<file path="src/rtl/el2_exu_mul_pipe.sv">
// Pipelined XLEN x XLEN integer multiplier (MUL/MULH/MULHSU/MULHU) with
// valid/ready handshake, collapsing bubbles, flush and tag pass-through.
module el2_exu_mul_pipe #(
    parameter int unsigned XLEN   = 32,
    parameter int unsigned STAGES = 3,
    parameter int unsigned TAG_W  = 5
) (
    input  logic             clk,
    input  logic             rst,
    input  logic             in_valid_i,
    output logic             in_ready_o,
    input  logic             in_rs1_sign_i,
    input  logic             in_rs2_sign_i,
    input  logic             in_low_i,
    input  logic [XLEN-1:0]  in_rs1_i,
    input  logic [XLEN-1:0]  in_rs2_i,
    input  logic [TAG_W-1:0] in_tag_i,
    input  logic             flush_i,
    output logic             out_valid_o,
    input  logic             out_ready_i,
    output logic [XLEN-1:0]  out_result_o,
    output logic [TAG_W-1:0] out_tag_o,
    output logic             busy_o
);

    localparam int unsigned PW = 2 * XLEN;

    logic [STAGES-1:0] v_q;
    logic [STAGES-1:0] v_d;
    logic [STAGES-1:0] adv;
    logic              accept;
    logic [XLEN-1:0]   res_q [STAGES];
    logic [TAG_W-1:0]  tag_q [STAGES];

    logic signed [XLEN:0]   op_a;
    logic signed [XLEN:0]   op_b;
    logic signed [PW-1:0]   prod;
    logic [XLEN-1:0]        res_d;

    // Bits above 2*XLEN-1 never reach the result, so the product is kept modulo 2^(2*XLEN).
    always_comb begin
        op_a  = {in_rs1_sign_i & in_rs1_i[XLEN-1], in_rs1_i};
        op_b  = {in_rs2_sign_i & in_rs2_i[XLEN-1], in_rs2_i};
        prod  = PW'(op_a) * PW'(op_b);
        res_d = in_low_i ? prod[XLEN-1:0] : prod[PW-1:XLEN];
    end

    // Advance chain walks back from the output; 'room' means the stage below can take data.
    always_comb begin
        logic room;
        adv  = '0;
        room = out_ready_i;
        for (int i = int'(STAGES) - 1; i >= 0; i--) begin
            adv[i] = v_q[i] & room;
            room   = ~v_q[i] | adv[i];
        end
        in_ready_o = room;
        accept     = in_valid_i & room & ~flush_i;

        v_d    = '0;
        v_d[0] = accept | (v_q[0] & ~adv[0]);
        for (int i = 1; i < int'(STAGES); i++) begin
            v_d[i] = adv[i-1] | (v_q[i] & ~adv[i]);
        end
        if (flush_i) begin
            v_d = '0;
        end
    end

    always_ff @(posedge clk) begin
        if (rst) begin
            v_q <= '0;
            for (int i = 0; i < int'(STAGES); i++) begin
                res_q[i] <= '0;
                tag_q[i] <= '0;
            end
        end else begin
            v_q <= v_d;
            if (accept) begin
                res_q[0] <= res_d;
                tag_q[0] <= in_tag_i;
            end
            for (int i = 1; i < int'(STAGES); i++) begin
                if (adv[i-1]) begin
                    res_q[i] <= res_q[i-1];
                    tag_q[i] <= tag_q[i-1];
                end
            end
        end
    end

    assign out_valid_o  = v_q[STAGES-1];
    assign out_result_o = res_q[STAGES-1];
    assign out_tag_o    = tag_q[STAGES-1];
    assign busy_o       = |v_q;

endmodule

</file>
<file path="config.mk">
export PLATFORM = sky130hd
export DESIGN_NAME = el2_exu_mul_pipe
export DESIGN_NICKNAME = d
export VERILOG_FILES = /design/src/rtl/el2_exu_mul_pipe.sv
export SDC_FILE = /design/constraint.sdc
export NUM_CORES = 2
export LEC_CHECK = 0
export CORE_AREA = 2 2 270 272
export CTS_BUF_LIST = sky130_fd_sc_hd__clkbuf_16
export DETAILED_ROUTE_END_ITERATION = 12
export DIE_AREA = 0 0 272 274
export GPL_TIMING_DRIVEN = 0
export PLACE_DENSITY = 0.74
export SLEW_MARGIN = 15
export SYNTH_ARGS = -nofsm -noshare
export SYNTH_HDL_FRONTEND = slang
export SYNTH_SLANG_ARGS = --single-unit
</file>
<file path="constraint.sdc">
create_clock -name clk -period 11.24 [get_ports clk]
set_input_delay 2.248 -clock clk [delete_from_list [all_inputs] [get_ports clk]]
set_output_delay 2.248 -clock clk [all_outputs]
set_load 0.05 [all_outputs]
</file>
Word level (Yosys, flattened, before mapping)
Memory sizes are Yosys's and may differ from the RTL's.
Cells that the tools add are included.
{"block": "word_totals", "regBits": 3, "ramBits": 111, "inputBits": 77, "word_cells": 53, "memories": 2}
{"memory": "res_q", "words": 3, "width": 32, "rd": 3, "rd_clocked_by_memory_dff": 0, "write_ports": 3, "line_no": "32", "text": "logic [XLEN-1:0] res_q [STAGES];"}
{"memory": "tag_q", "words": 3, "width": 5, "rd": 3, "rd_clocked_by_memory_dff": 0, "write_ports": 3, "line_no": "33", "text": "logic [TAG_W-1:0] tag_q [STAGES];"}
{"block": "classes", "n_mul": 1, "n_mux": 18, "bitwise": 29, "reduce_logical": 2}
{"op": "$mux 32", "n": 4}
{"op": "$mul 33x33->64", "n": 1}
{"op": "$mux 5", "n": 3}
{"op": "$or 1x1->1", "n": 12}
{"op": "$mux 1", "n": 11}
{"op": "$and 1x1->1", "n": 10}
{"op": "$not 1->1", "n": 7}
{"op": "$reduce_or 3->1", "n": 1}
{"op": "$reduce_or 2->1", "n": 1}

Depth between registers and ports, before layout
{"block": "depth", "depth_word": 12, "depth_mapped": 32, "ltp_nobuf": 29}

Least setup slack after synthesis
OpenSTA, ideal clock, no wires.
{"block": "synth_timing", "path_kind": "input to register", "start": "input in_rs1_sign_i", "end": "memory res_q[0][28], data pin", "setup_ns": 0.271, "arrival_ns": 9.575, "path_slack_ns": 1.394, "cell_stages": 29, "cell_sequence": "and2_1 > clkbuf_1 > clkbuf_1 > nand2_1 > inv_1 > fa_1 > inv_1 > fa_1 > inv_1 > fa_1 > fa_1 > inv_1 > fa_1 > inv_1 > fa_1 > inv_1 > fa_1 > fa_1 > inv_1 > ha_1 > a21o_1 > a21o_1 > a21o_1 > a21o_1 > a31o_2 > a21oi_1 > a21oi_1 > xnor2_1 > o22ai_1"}
{"element": "start: declaration", "line_no": "12", "text": "input logic in_rs1_sign_i,"}
{"element": "end: declaration", "line_no": "32"}

==> impl_metrics.yaml <==
status:
  outcome: "finished, final reports clean"
sta:
  fin_crit_sh_pct: 98.3
  worst_pin_slew_ns: 1.29
  setup_viol: 0
  worst_slack_ns: 0.195
  period_needed_ns: 11.05
  hold-worst-slack_ns: 0.511
  slew_headroom_pct: 14.0
  hold_violations: 0
  report.final.slew_viol_count: 0
  fmax_mhz: 90.5
  final.setup_skew_ns: 0.0104
  rsz0062_at_grt: "false"
logic_synthesis:
  yosys.cell_count.top_type: "fa_1"
  synthTopCellsByArea: "fa_1, inv_1, edfxtp_1, nand2_1, and2_1"
  synth-seq-area-share_pct: 7.98
  syn-num-nets: 5900
  yosys.area.top_type: "fa_1"
  synth.distinct_cells: 64
  synth_top_area_share_pct: 53.0
  synthTopCellsByCount: "fa_1, inv_1, nand2_1"
  synth_flop_cell: "edfxtp_1"
  syn-instance-count: 4486
  avgSynthCellArea_um2: 9.47
  syn_area_mm2: 0.0425
  ys_warn_count: 0
  async_flop_share_pct: 0
  synth_seq_cells: 114
  synth-edff-count: 111
routing:
  wl_mm: 149
  drtIter0Drc: 3260
  num_vias: 31955
  drt-wirelength-per-cell_um: 26.6
  ant_nets: 0
  drc: 0
  via_per_inst: 5.70
  firstDrtPassIters: 6
finish:
  final-seq-area_mm2: 0.00339
  nets: 6050
  filler_cell_count: 6162
  drive_above_1_share_pct: 4.78
  area_growth_pct: 7.89
  multiInputGateArea_mm2: 0.0338
worst_setup_path:
  arrival_ns: 11.22
  reg2reg_slack_ns: 8.52
  crit_path_start: "in_rs1_i[24]"
  cpPeakStageDelay_ns: 0.66
  r2r_start: "v_q[2]"
  cp_top_family: "adder cells"
  criticalPathCategory: "input pin to flop"
  required_ns: 11.42
  r2r_end: "res_q[0][25]"
  cp-end-kind: "flop"
  endpoint: "res_q[0][28]"
  crit_slowest_cell: "fa_1"
  cp-start-kind: "input pin"
  crit_cells: 30
  crit_top_cell: "fa_1"
  worst_r2r_path_depth: 7
  crit_fanout: 10
  critical_path_buf_inv_count: 9
global_route:
  use_met2_pct: 61.9
  grt.total_usage_pct: 41.4
  top_usage_layer: "met2"
  overflow: 0
  met1_usage_pct: 51.3
  antenna_found_initial: 14
  grtUsageMet3_pct: 11.4
  grt_pass1_wl_mm: 217
  grt_max_degree: 38
  grt_pass1_vias: 33768
placement:
  dp_hpwl_mm: 127
  place_ws_ns: -1.16
  port_buffers: 112
  gp_congestion: 1.06
flow_run:
  maxCapViolations: 0
floorplan:
  rows: 99
  start_util_pct: 59.0
  die_y_um: 274
  core_region_area_mm2: 0.0720
  chipWidth_um: 272
  dieArea_mm2: 0.0745
  ios: 117
clock_tree:
  insertion_delay_ns: 0.46
  cts_tree: "built"
  clkTransAtPathRegs_ns: 0.05
  cts_max_level: 4
  clock_path_buffers: 3
  cts.sinks: 114
  cts_made_buffers: 25
  ctsHoldBuffers: 0
  root_buffer: "clkbuf_16"
hold_path:
  worst_hold_path_type: "flop to flop"
  hp-start: "tag_q[0][0]"
## worst reg2reg max path: stages (launching register included)
cell	delay, ns
dfxtp_1	0.34
nor2b_1	0.36
nand2b_1	0.22
a21oi_1	0.32
nand2b_1	0.17
clkbuf_1	0.43
clkbuf_1	0.43
o22ai_1	0.17
## through the flow
stage	instances	setup TNS, ns	cell area, µm²	util, %
2_1_floorplan	4486	0	42500	-
3_3_place_gp	5557	-19.30	44800	62.3
3_5_place_dp	5559	-18.91	44900	62.3
4_1_cts	5591	-0.0231	45600	63.3
5_1_grt	5602	0	45800	63.7
6_report	5607	0	45800	63.7
## layout by cell type (no fill, tap or decap), types with 8 or more instances in the layout
cell type	count
clkbuf_2	89
fa_1	1123
nand2b_1	8
a21o_1	43
nand4_1	9
nor2_1	77
clkbuf_16	25
a31oi_1	9
buf_4	46
nand2_1	738
inv_1	1121
dlymetal6s2s_1	27
clkdlybuf4s50_1	80
or2_2	11
clkbuf_1	130
and3_1	24
and2_1	425
nor2b_1	11
a21oi_1	68
edfxtp_1	111
o22ai_1	13
nand3_1	12
nor3_1	12
ha_1	212
xnor2_1	50
xor2_1	23
buf_2	11
o21ai_0	27
## logic make-up (layout without fill, tap and decap cells)
kind of cell | count (synthesis) | in the layout | synth area share (%)
other | 0 | 7 | 0
AO/OA/AOI/OAI | 223 | 223 | 3.57
buffers and inverters | 1393 | 1548 | 12.6
AND/OR/NAND/NOR | 1341 | 1341 | 14.9
XOR/XNOR | 74 | 74 | 1.53
multiplexers | 4 | 4 | 0.0942
adder cells (fa/ha/maj) | 1337 | 1337 | 59.2
flip-flops | 114 | 114 | 7.98
## worst min-delay path by stage
stage,to,depth (start not counted)
2_1_floorplan,res_q[0][32],1
3_3_place_gp,tag_q[0][9],1
3_5_place_dp,tag_q[0][5],1
4_1_cts,res_q[0][71],1
5_1_grt,res_q[0][50],1
6_report,tag_q[0][5],1
## state kept, by name, summed over array words and instances (netlist names)
name / flops
v_q: 3
tag_q: 15
res_q: 96
## area by class of cell
type | instances | share of cell area (%)
well taps | 959 | 2.62
clock inverters | 7 | 0.0600
clock buffers | 25 | 1.36
multi-input cells | 2979 | 73.7
plain buffers | 271 | 2.84
inverters | 1121 | 9.19
repair buffers | 124 | 2.81
flip-flops and latches | 114 | 7.40
diodes | 7 | 0.0382
## layer usage
layer,share of wire [%],routed length [µm]
met1,35,52200
met2,43,64800
met3,12,17200
met4,10,15000
met5,0.030,45
## what timing repair did
action	in CTS	in global routing
gates resized for setup	44	203
setup buffers	0	9
endpoints found under the setup margin	18	18
Power is not shown: default switching activity piles up to over one toggle a cycle in this logic, so the estimate is an artifact.
